<file path="src/rtl/dbg_view_pkg.sv">
// Shared types and constants for the debug register viewer.
//   viewer_state_t : capture FSM encoding (IDLE / WAIT / LATCH)
//   viewer_dbg_t   : debug snapshot of the FSM and its qualifying inputs
//   DBG_WORD_W     : width of the register file debug read port
//   cnt_w()        : counter width for a modulus, never below 1 bit
package dbg_view_pkg;

  localparam int DBG_WORD_W = 32;

  typedef enum logic [1:0] {
    IDLE  = 2'd0,
    WAIT  = 2'd1,
    LATCH = 2'd2
  } viewer_state_t;

  typedef struct packed {
    viewer_state_t state;
    logic          req;
    logic          frz;
    logic [2:0]    btn_level; // {next, prev, half} debounced levels
  } viewer_dbg_t;

  function automatic int cnt_w(input int n);
    return (n > 1) ? $clog2(n) : 1;
  endfunction

endpackage

</file>
<file path="src/rtl/btn_debounce.sv">
// Push-button conditioner: 2-flop synchronizer followed by a stability
// counter. The stable level flips only after the synchronized input has
// differed from it for STABLE_TICKS consecutive cycles.
//   clk, rst_n : clock, asynchronous active-low reset
//   raw        : raw button input (asynchronous to clk)
//   level      : debounced level
//   press      : one-cycle pulse on a debounced 0->1 transition
module btn_debounce
  import dbg_view_pkg::*;
#(
  parameter int STABLE_TICKS = 1_000_000
) (
  input  logic clk,
  input  logic rst_n,
  input  logic raw,
  output logic level,
  output logic press
);

  localparam int                CNT_W   = cnt_w(STABLE_TICKS);
  localparam logic [CNT_W-1:0]  CNT_MAX = CNT_W'(STABLE_TICKS - 1);

  logic             r_sync0;
  logic             r_sync1;
  logic             r_stable;
  logic [CNT_W-1:0] r_cnt;
  logic             w_done;

  // The counter has run out while the input still disagrees: flip now.
  assign w_done = (r_sync1 != r_stable) && (r_cnt == CNT_MAX);

  always_ff @(posedge clk or negedge rst_n) begin
    if (!rst_n) begin
      r_sync0  <= 1'b0;
      r_sync1  <= 1'b0;
      r_stable <= 1'b0;
      r_cnt    <= '0;
    end else begin
      r_sync0 <= raw;
      r_sync1 <= r_sync0;
      if (r_sync1 == r_stable) begin
        r_cnt <= '0;
      end else if (w_done) begin
        r_stable <= ~r_stable;
        r_cnt    <= '0;
      end else begin
        r_cnt <= r_cnt + CNT_W'(1);
      end
    end
  end

  assign level = r_stable;
  // Pulse coincides with the cycle in which the stable level rises.
  assign press = w_done & ~r_stable;

endmodule

</file>
<file path="src/rtl/dbg_reg_viewer.sv">
// Debug register viewer for the seven-segment display.
// Buttons step through registers and toggle the displayed half; the
// selected register is re-read periodically over the register file debug
// port and on every index change. A freeze switch holds the shown value.
//   clk, rst_n   : clock, asynchronous active-low reset
//   btn_next     : raw button, index + 1 (wraps)
//   btn_prev     : raw button, index - 1 (wraps)
//   btn_half     : raw button, toggle upper/lower half
//   sw_freeze    : raw switch, 1 holds the displayed value
//   dbg_rd_addr  : register file debug read address (= sel_idx)
//   dbg_rd_data  : debug read data, valid one cycle after the address
//   REG_dbg      : selected 16-bit half of the captured word
//   sel_idx      : selected register index
//   half_sel     : 1 when the upper half is shown
//   dbg_status   : FSM state, pending request, freeze and button levels
//
// Capture handshake: dbg_rd_addr is held while the FSM is in WAIT, which
// gives the register file its one cycle of latency; the word is sampled on
// the WAIT->LATCH edge, so LATCH is the first cycle showing new data.
module dbg_reg_viewer
  import dbg_view_pkg::*;
#(
  parameter int TICKS_PER_MILLI = 100_000,
  parameter int DEBOUNCE_MS     = 10,
  parameter int REFRESH_MS      = 50,
  parameter int NUM_REGS        = 32
) (
  input  logic                        clk,
  input  logic                        rst_n,
  input  logic                        btn_next,
  input  logic                        btn_prev,
  input  logic                        btn_half,
  input  logic                        sw_freeze,
  output logic [$clog2(NUM_REGS)-1:0] dbg_rd_addr,
  input  logic [DBG_WORD_W-1:0]       dbg_rd_data,
  output logic [15:0]                 REG_dbg,
  output logic [$clog2(NUM_REGS)-1:0] sel_idx,
  output logic                        half_sel,
  output viewer_dbg_t                 dbg_status
);

  localparam int IDX_W        = $clog2(NUM_REGS);
  localparam int STABLE_TICKS = DEBOUNCE_MS * TICKS_PER_MILLI;
  localparam int MS_W         = cnt_w(TICKS_PER_MILLI);
  localparam int REF_W        = cnt_w(REFRESH_MS);
  localparam logic [MS_W-1:0]  MS_MAX  = MS_W'(TICKS_PER_MILLI - 1);
  localparam logic [REF_W-1:0] REF_MAX = REF_W'(REFRESH_MS - 1);

  // Button conditioning
  logic w_next_press, w_prev_press, w_half_press;
  logic w_next_level, w_prev_level, w_half_level;

  btn_debounce #(.STABLE_TICKS(STABLE_TICKS)) u_db_next (
    .clk(clk), .rst_n(rst_n), .raw(btn_next),
    .level(w_next_level), .press(w_next_press)
  );
  btn_debounce #(.STABLE_TICKS(STABLE_TICKS)) u_db_prev (
    .clk(clk), .rst_n(rst_n), .raw(btn_prev),
    .level(w_prev_level), .press(w_prev_press)
  );
  btn_debounce #(.STABLE_TICKS(STABLE_TICKS)) u_db_half (
    .clk(clk), .rst_n(rst_n), .raw(btn_half),
    .level(w_half_level), .press(w_half_press)
  );

  // Freeze switch: synchronized only; r_frz_d detects the release edge.
  logic r_frz_s0, r_frz_s1, r_frz_d;
  logic w_frz, w_frz_fall;

  always_ff @(posedge clk or negedge rst_n) begin
    if (!rst_n) begin
      r_frz_s0 <= 1'b0;
      r_frz_s1 <= 1'b0;
      r_frz_d  <= 1'b0;
    end else begin
      r_frz_s0 <= sw_freeze;
      r_frz_s1 <= r_frz_s0;
      r_frz_d  <= r_frz_s1;
    end
  end

  assign w_frz      = r_frz_s1;
  assign w_frz_fall = r_frz_d & ~r_frz_s1;

  // Refresh timer: ms prescaler feeding a refresh-period counter.
  logic [MS_W-1:0]  r_ms_cnt;
  logic [REF_W-1:0] r_ref_cnt;
  logic             w_ms_wrap, w_ref_wrap, w_tick;

  assign w_ms_wrap  = (r_ms_cnt == MS_MAX);
  assign w_ref_wrap = (r_ref_cnt == REF_MAX);
  assign w_tick     = w_ms_wrap & w_ref_wrap;

  always_ff @(posedge clk or negedge rst_n) begin
    if (!rst_n) begin
      r_ms_cnt  <= '0;
      r_ref_cnt <= '0;
    end else if (w_ms_wrap) begin
      r_ms_cnt  <= '0;
      r_ref_cnt <= w_ref_wrap ? '0 : r_ref_cnt + REF_W'(1);
    end else begin
      r_ms_cnt <= r_ms_cnt + MS_W'(1);
    end
  end

  // Index and half select. NUM_REGS is a power of two, so the natural
  // IDX_W-bit overflow gives the required wrap in both directions.
  logic [IDX_W-1:0] r_sel_idx;
  logic             r_half_sel;
  logic             w_step_up, w_step_dn, w_idx_chg;

  assign w_step_up = w_next_press & ~w_prev_press;
  assign w_step_dn = w_prev_press & ~w_next_press;
  assign w_idx_chg = w_step_up | w_step_dn;

  always_ff @(posedge clk or negedge rst_n) begin
    if (!rst_n) begin
      r_sel_idx  <= '0;
      r_half_sel <= 1'b0;
    end else begin
      if (w_step_up)      r_sel_idx <= r_sel_idx + IDX_W'(1);
      else if (w_step_dn) r_sel_idx <= r_sel_idx - IDX_W'(1);
      if (w_half_press)   r_half_sel <= ~r_half_sel;
    end
  end

  // Capture FSM
  viewer_state_t r_state, w_state_nxt;
  logic          r_req;
  logic          w_req_set, w_enter_wait, w_capture;
  logic [DBG_WORD_W-1:0] r_word_q;

  // Freeze masks index/tick requests; releasing freeze always requests.
  assign w_req_set = ((w_idx_chg | w_tick) & ~w_frz) | w_frz_fall;

  always_ff @(posedge clk or negedge rst_n) begin
    if (!rst_n) r_state <= IDLE;
    else        r_state <= w_state_nxt;
  end

  always_comb begin
    w_state_nxt = r_state;
    case (r_state)
      IDLE:  if (r_req && !w_frz) w_state_nxt = WAIT;
      WAIT:  w_state_nxt = LATCH;
      // A request raised this very cycle also counts, so a press landing
      // in LATCH goes straight back to WAIT.
      LATCH: w_state_nxt = ((r_req || w_req_set) && !w_frz) ? WAIT : IDLE;
      default: w_state_nxt = IDLE;
    endcase
  end

  always_comb begin
    w_enter_wait = (r_state != WAIT) && (w_state_nxt == WAIT);
    w_capture    = (r_state == WAIT);
  end

  // A new request wins over the clear-on-entry, so an index change on the
  // edge that enters WAIT (whose address the port has not yet seen) still
  // leaves a follow-up read pending.
  always_ff @(posedge clk or negedge rst_n) begin
    if (!rst_n) begin
      r_req    <= 1'b1;
      r_word_q <= '0;
    end else begin
      r_req <= w_req_set | (r_req & ~w_enter_wait);
      if (w_capture) r_word_q <= dbg_rd_data;
    end
  end

  assign dbg_rd_addr = r_sel_idx;
  assign sel_idx     = r_sel_idx;
  assign half_sel    = r_half_sel;
  assign REG_dbg     = r_half_sel ? r_word_q[31:16] : r_word_q[15:0];

  always_comb begin
    dbg_status           = '0;
    dbg_status.state     = r_state;
    dbg_status.req       = r_req;
    dbg_status.frz       = w_frz;
    dbg_status.btn_level = {w_next_level, w_prev_level, w_half_level};
  end

endmodule

</file>
<file path="config.mk">
export PLATFORM = sky130hd
export DESIGN_NAME = dbg_reg_viewer
export DESIGN_NICKNAME = d
export VERILOG_FILES = /design/src/rtl/dbg_view_pkg.sv /design/src/rtl/btn_debounce.sv /design/src/rtl/dbg_reg_viewer.sv
export SDC_FILE = /design/constraint.sdc
export NUM_CORES = 1
export LEC_CHECK = 0
export CAP_MARGIN = 40
export CELL_PAD_IN_SITES_DETAIL_PLACEMENT = 1
export CELL_PAD_IN_SITES_GLOBAL_PLACEMENT = 2
export CORE_AREA = 2 2 173 107
export DETAILED_ROUTE_END_ITERATION = 10
export DIE_AREA = 0 0 175 109
export PLACE_DENSITY = 0.86
export REMOVE_ABC_BUFFERS = 1
export SETUP_SLACK_MARGIN = 0.2
export SYNTH_ARGS = -nofsm -noshare
export SYNTH_HDL_FRONTEND = slang
export SYNTH_SLANG_ARGS = --single-unit
</file>
<file path="constraint.sdc">
create_clock -name clk -period 3.2 [get_ports clk]
set_clock_uncertainty 0.2 [all_clocks]
set_input_delay 0.64 -clock clk [delete_from_list [all_inputs] [get_ports clk]]
set_output_delay 0.64 -clock clk [all_outputs]
set_load 0.005 [all_outputs]
</file>
==> summary.md, run 1 <==
| Metric | Value |
|---|---|
| Sequential area share after synthesis | `53.1%` |
| Core area | `0.0176 mm²` |
| Via-to-Cell Ratio | `5.13` |
| Number of placed I/O pins | `72` |
| Count of non-filler cells in the finished layout | `917` |
| Total count of hold-check failures in the final report | `0` |
| Largest cells by area after synthesis | `dfrtp_1 53%, mux2_2 8.8%, xnor2_1 3.7%, xor2_1 3.4%, nor2_1 2.9%` |
| Crit path arrival time | `3.01 ns` |
| Post-layout nets | `713` |
| Maximum buffer depth of the clock tree | `2` |
| Final-report setup violation count | `0` |
| Number of CTS-inserted buffers | `17` |
| Full die area | `0.0191 mm²` |
| IO buf count | `71` |
| Unique cell type count in the Yosys netlist | `46` |
| Die outline width | `175 µm` |
| Clock tree from TritonCTS | `done` |
| Worst path required time | `3.29 ns` |
| Final wirelength | `15900 µm` |
| Share of the synthesized area in the top cell type | `52.7%` |
| Share of the clock period used by the worst path | `91.4%` |
| Synthesized area per cell | `10.9 µm²` |
| Cell area after synthesis | `0.00641 mm²` |
| Tmin final | `2.93 ns` |
| Antenna violation net count after detailed routing | `0` |
| Ratio of cells with drive above 1 in the final layout | `19.1%` |
| Clk Tree Root Cell | `clkbuf_16` |
| Number of pins exceeding their max-slew limit in the final report | `0` |
| Transition time of the tightest slew-check pin | `0.614 ns` |
| Worst Setup Start Kind | `register` |
| HP Class | `in2async` |
| Number of instances in the synthesized netlist | `587` |
| Total iterations of the first detailed-routing run | `4` |
| Clock group share of total power | `44.4%` |
| Growth of design area from synthesis to finish | `27.3%` |
| Placement-stage worst setup slack | `-0.0535 ns` |
| Post-Route Utilization | `46.3%` |
| Clock edge transition at the registers on the reported setup and hold paths | `0.06 ns` |
| Start-to-end type of the worst setup path | `reg2reg` |
| Critical Path Fanout Max | `5` |
| Number of enable-type register cells in the synthesized netlist | `0` |
| Slew HR | `59.0%` |
| Floorplan die height | `109 µm` |
| Aggregate negative setup slack | `0 ns` |
| IR drop worst, VDD | `0.000367 V` |
| Final weighted congestion in routability-driven placement | `0.780` |
| Antenna violations before repair | `0` |
| Cts hold-fix bufs | `0` |
| Post-synth top area cell | `dfrtp_1` |
| Vias post-DR | `4707` |
| Pwr/cell area | `577 mW/mm²` |
| Maximum number of pins on one net before global-route repair | `65` |
| Post-placement cell count | `880` |
| Most numerous cell in the Yosys netlist | `dfrtp_1` |
| Via count of the first global-routing pass | `5207` |
| First-pass GRT wire length | `26600 µm` |
| Achievable Freq | `342 MHz` |
| Leakage dissipation | `0.00333 µW` |
| Starting density of the core | `36.3%` |
| Warnings, synthesis | `0` |
| Post-route DRC | `0` |
| Crit end category | `register` |
| Count of antenna diodes in the layout | `0` |
| Smallest setup slack after layout | `0.274 ns` |
| Leftover overflow at the end of global routing | `0` |
| Combinational power share | `13.0%` |
| Async set-or-reset flop fraction in the synthesized netlist | `100%` |
| TritonCTS sink count | `136` |
| Insertion delay to the later sink of the worst-skew pair | `0.42 ns` |
| Result of the run | `finished clean` |
| Most instantiated cells after synthesis | `135 x dfrtp_1, 50 x mux2_2, 50 x nor2_1` |
| Core Rows | `38` |
| Power Total | `4710 µW` |
| Aggregate global-route resource usage | `17.6%` |
| Fraction of power spent switching nets | `23.2%` |
| Routed wire per std cell | `17.4 µm` |
| Internal Dissipation | `3620 µW` |
| Detailed router's first-iteration violation count | `208` |
| Leading register cell type out of synthesis | `dfrtp_1` |
| Level count of the clock H-tree | `4` |
| Part of the total power dissipated in sequential elements | `42.6%` |
| Max Cap Violations | `0` |
| Power dissipated by switching net loads | `1090 µW` |
| Unrepaired setup endpoints after global routing | `false` |
| Synth Register Bits | `136` |
| HPWL Detailed | `10800 µm` |
[flip-flops by register name, indices dropped and copies added (netlist names), 2 cells and up]
| register | flops |
|---|---|
| r_word_q | 32 |
| u_db_half.r_cnt | 20 |
| u_db_next.r_cnt | 20 |
| u_db_prev.r_cnt | 20 |
| r_ms_cnt | 17 |
| r_ref_cnt | 6 |
| dbg_rd_addr | 5 |
| r_state | 2 |
[cell usage in the layout (no fill, tap or decap), types with 3 or more instances in the layout]
cell and instances:
a21o_1 3, a21oi_1 28, and2_1 4, and3_1 7, and4_1 4, buf_4 14, bufinv_16 4, clkbuf_16 17
clkdlybuf4s50_1 70, clkinv_4 4, clkinvlp_4 3, dfrtp_1 132, dfrtp_2 3, ha_1 6, inv_1 21, mux2_2 50
nand2_1 25, nand3_1 30, nand4_1 17, nor2_1 50, nor3_1 9, nor4_1 7, nor4_4 3, o21ai_0 25
o31ai_1 13, or3_1 14, or3_2 3, or4_1 13, xnor2_1 27, xor2_1 25
[timing repair]
| action | in CTS | in global routing |
|---|---|---|
| resized for setup | 6 | 19 |
| pin swaps | 2 | 11 |
| hold endpoints to repair | 0 | 0 |
| endpoints found under the setup margin | 2 | 2 |
| buffers inserted | 2 | 3 |
| cloned | 0 | 0 |
[area by class of cell]
type | instances | area (µm²)
Inverter | 22 | 85.1
Sequential cell | 136 | 3410
Clock inverter | 13 | 195
Clock buffer | 19 | 433
Multi-Input combinational cell | 400 | 2880
Fill cell | 1846 | 9480
Tap cell | 240 | 300
Timing Repair Buffer | 87 | 857
[cells by family (layout without fill, tap and decap cells)]
kind of cell / count (synthesis) / in the layout / share of synthesized area (%)
mux: 51 / 51 / 8.94
fa+ha+maj: 11 / 11 / 2.27
xor+xnor: 52 / 52 / 7.11
simple gates: 209 / 209 / 17.8
compound gates: 77 / 77 / 7.03
flops: 136 / 136 / 53.1
buf+inv: 51 / 141 / 3.77
[routing by layer]
layer / track usage (%) / share of wire, %
met3: 3.56 / 2.2
met4: 5.24 / 1.1
met5: 0 / 0
met1: 23.9 / 49
met2: 28.9 / 48
[path summary, 6_finish.rpt]
| path | to | startpoint | slack (ns) | cells past startpoint |
|---|---|---|---|---|
| min in group clk | r_frz_s1$_DFF_PN0_ | r_frz_s0$_DFF_PN0_ | 0.15 | 0 |
| worst max register to register | dbg_rd_addr[3]$_DFFE_PN0N_ | u_db_prev.r_cnt[1]$_DFF_PN0_ | 0.27 | 12 |
| worst min-delay path | u_db_next.r_sync0$_DFF_PN0_ | rst_n | 0.03 | 1 |
| worst min register to register | r_frz_s1$_DFF_PN0_ | r_frz_s0$_DFF_PN0_ | 0.15 | 0 |
| max in group asynchronous | r_req$_DFF_PN1_ | rst_n | 1.98 | 2 |
| worst max-delay path | dbg_rd_addr[3]$_DFFE_PN0N_ | u_db_prev.r_cnt[1]$_DFF_PN0_ | 0.27 | 12 |
[worst max-delay path: stages, from the launching register on]
cell	delay, ns
dfrtp_1	0.38
ha_2	0.20
and4_4	0.26
nand2_4	0.07
nor4_4	0.34
nand3b_1	0.16
ha_2	0.24
inv_4	0.09
ha_1	0.23
a21o_1	0.19
a21oi_1	0.20
xor2_1	0.16
o21ai_0	0.08
[metrics by stage]
stage	area (µm²)	hold slack [ns]
final	8160	0.0266
after global routing	8160	0.0668
after CTS	8050	0.0462
after detailed placement	7380	0.141
after global placement	7380	0.139
after floorplan	6250	0.131
[power groups by stage]
stage | registers [µW] | clock network, µW | logic (µW)
CTS | 2010 | 2140 | 623
floorplan | 2000 | 0 | 292
detailed placement | 2040 | 0 | 616
global route | 2030 | 2220 | 666
global placement | 2020 | 0 | 596
finish | 2010 | 2090 | 612
Note: power is estimated with default switching activity, not from simulation.
==> run 2, diff against run 1 <==
Settings changed: GPL_ROUTABILITY_DRIVEN set to 1.
==> results of run 2 <==
Final layout, timing and power as in run 1 (identical DEF).
==> run 3, diff against run 2 <==
Settings changed: GPL_TIMING_DRIVEN set to 0.
==> summary.md, run 3 (same netlist as run 1, synthesis figures left out) <==
| Metric | Value |
|---|---|
| Final-report setup violation count | `0 (unchanged)` |
| Flip-flop count of the largest register, all copies and words added | `32 (unchanged)` |
| Post-placement cell count | `876 (-0.45%)` |
| Antenna violation net count after detailed routing | `0 (unchanged)` |
| Crit path arrival time | `3.08 ns (+0.07 ns)` |
| Most common cell after layout, fill and taps aside | `dfrtp_1` |
| Post-Route Utilization | `47.1% (+0.87 points)` |
| Worst Setup Start Kind | `register` |
| Critical Path Fanout Max | `5 (unchanged)` |
| Final weighted congestion in routability-driven placement | `0.785 (+0.62%)` |
| IO buf count | `71 (unchanged)` |
| Total count of hold-check failures in the final report | `0 (unchanged)` |
| Leftover overflow at the end of global routing | `0 (unchanged)` |
| Ratio of cells with drive above 1 in the final layout | `20.2% (+1.2 points)` |
| Detailed router's first-iteration violation count | `188 (-9.6%)` |
| Leakage dissipation | `0.00338 µW (+1.8%)` |
| Starting density of the core | `36.3% (unchanged)` |
| Number of gates on the worst path with buffers counted | `11 (-1)` |
| IR drop worst, VDD | `0.000280 V (-24%)` |
| Floorplan die height | `109 µm (unchanged)` |
| Critical Path, Cell by Cell | `ha_4, and2_4, nand3_2, nor4_4, ha_2, inv_2, fa_2, a21o_1, a21oi_2, mux2i_1, xnor2_1` |
| Register with the highest flop count | `r_word_q` |
| Pwr/cell area | `601 mW/mm² (+4.0%)` |
| Vias post-DR | `4784 (+1.6%)` |
| Maximum number of pins on one net before global-route repair | `72 (+11%)` |
| Count of non-filler cells in the finished layout | `918 (+0.11%)` |
| Core Rows | `38 (unchanged)` |
| Max Cap Violations | `0 (unchanged)` |
| Final wirelength | `16800 µm (+5.2%)` |
| Buffering stage count on the worst path with inverters included | `1 (unchanged)` |
| HP Class | `in2async` |
| Share of the clock period used by the worst path | `91.6% (+0.11 points)` |
| Cell at the slowest stage of the critical path | `dfrtp_1` |
| Post-route DRC | `0 (unchanged)` |
| Insertion delay to the later sink of the worst-skew pair | `0.43 ns (about the same)` |
| HPWL Detailed | `11200 µm (+3.7%)` |
| Unrepaired setup endpoints after global routing | `true` |
| TritonCTS sink count | `136 (unchanged)` |
| Cell Area, Placed | `0.00739 mm² (+0.22%)` |
| Growth of design area from synthesis to finish | `29.7%` |
| Cts hold-fix bufs | `0 (unchanged)` |
| Start point of the critical path | `u_db_next.r_cnt[0]$_DFF_PN0_` |
| Worst path required time | `3.35 ns (+0.06 ns)` |
| Top Family by Delay on Critical Path | `adder cells` |
| Crit end category | `register` |
| Achievable Freq | `341 MHz (-0.12%)` |
| Aggregate global-route resource usage | `18.4% (+0.77 points)` |
| Via count of the first global-routing pass | `5217 (+0.19%)` |
| Tmin final | `2.93 ns (+0.00352 ns)` |
| Die outline width | `175 µm (unchanged)` |
| Total non-filler cell area in the finished layout | `0.00831 mm² (+1.9%)` |
| Most used cells in the layout excluding fill and tap cells | `131 x dfrtp_1, 70 x clkdlybuf4s50_1, 50 x nor2_1, 50 x mux2_2, 30 x nand3_1` |
| Via-to-Cell Ratio | `5.21 (+1.5%)` |
| Clk Tree Root Cell | `clkbuf_16` |
| Full die area | `0.0191 mm² (unchanged)` |
| Antenna violations before repair | `0 (unchanged)` |
| Result of the run | `finished clean` |
| Number of pins exceeding their max-slew limit in the final report | `0 (unchanged)` |
| Number of placed I/O pins | `72 (unchanged)` |
| Routed wire per std cell | `18.3 µm (+5.1%)` |
| Clock tree from TritonCTS | `done` |
| Core area | `0.0176 mm² (unchanged)` |
| Start-to-end type of the worst setup path | `reg2reg` |
| Worst reg2reg startpoint | `u_db_next.r_cnt[0]$_DFF_PN0_` |
| Number of CTS-inserted buffers | `17 (unchanged)` |
| Level count of the clock H-tree | `4 (unchanged)` |
| First-pass GRT wire length | `27200 µm (+1.9%)` |
| Depth of the worst register-to-register path | `11 (-1)` |
| Total iterations of the first detailed-routing run | `4 (unchanged)` |
| Worst path max stage delay | `0.44 ns (+0.06 ns)` |
| Transition time of the tightest slew-check pin | `0.691 ns (+0.0764 ns)` |
| Slew HR | `53.9% (-5.1 points)` |
| Post-layout nets | `714 (+0.14%)` |
| Count of antenna diodes in the layout | `0 (unchanged)` |
| Clock edge transition at the registers on the reported setup and hold paths | `0.06 ns (about the same)` |
| Maximum buffer depth of the clock tree | `2 (unchanged)` |
run 3: changes by cell type in the layout (fill, tap and decap cells not counted), sizes merged:
cell | before | now
clkinv | 4 | 3
bufinv | 4 | 7
inv | 24 | 22
buf | 17 | 18
run 3: power breakdown:
part | switching, µW | internal [µW]
Clock | 764 | 1580
Sequential | 116 | 1910
Combinational | 224 | 406
run 3: area by class of cell:
cell class,instances,area [µm²]
Multi-Input combinational cell,400,2920
Sequential cell,136,3410
Inverter,22,82.6
Clock buffer,19,453
Timing Repair Buffer,88,900
Clock inverter,13,248
Fill cell,1845,9330
Tap cell,240,300
run 3: metal layers:
metal	global-route usage, %	vias up	wire [µm]
li1	-	2241	-
met1	23.5	2443	7780
met2	30.5	71	8170
met3	4.57	29	514
met5	0	-	0
met4	7.20	0	298
run 3: final timing paths:
check	endpoint	slack (ns)
worst max-delay path	dbg_rd_addr[4]$_DFFE_PN0N_	0.27
worst min-delay path	u_db_next.r_cnt[17]$_DFF_PN0_	0.04
worst max register to register	dbg_rd_addr[4]$_DFFE_PN0N_	0.27
worst min register to register	r_frz_s1$_DFF_PN0_	0.15
max in group asynchronous	r_word_q[29]$_DFFE_PN0N_	1.98
min in group clk	r_frz_s1$_DFF_PN0_	0.15
run 3: repair_timing:
action / CTS / global route
setup buffers: 7 / 3
endpoints found under the hold margin: 0 / 0
pin swaps: 7 / 5
resized for setup: 16 / 15
setup endpoints to repair: 6 / 14
run 3: through the flow:
stage	total power [µW]	TNS [ns]	worst slack [ns]	hold WS, ns
2_1_floorplan	2290	0	0.287	0.131
3_3_place_gp	2610	-569.46	-4.12	0.135
3_5_place_dp	2670	-0.369	-0.264	0.140
4_1_cts	5040	0	0.207	0.0577
5_1_grt	5200	0	0.145	0.0830
6_report	4990	0	0.270	0.0420
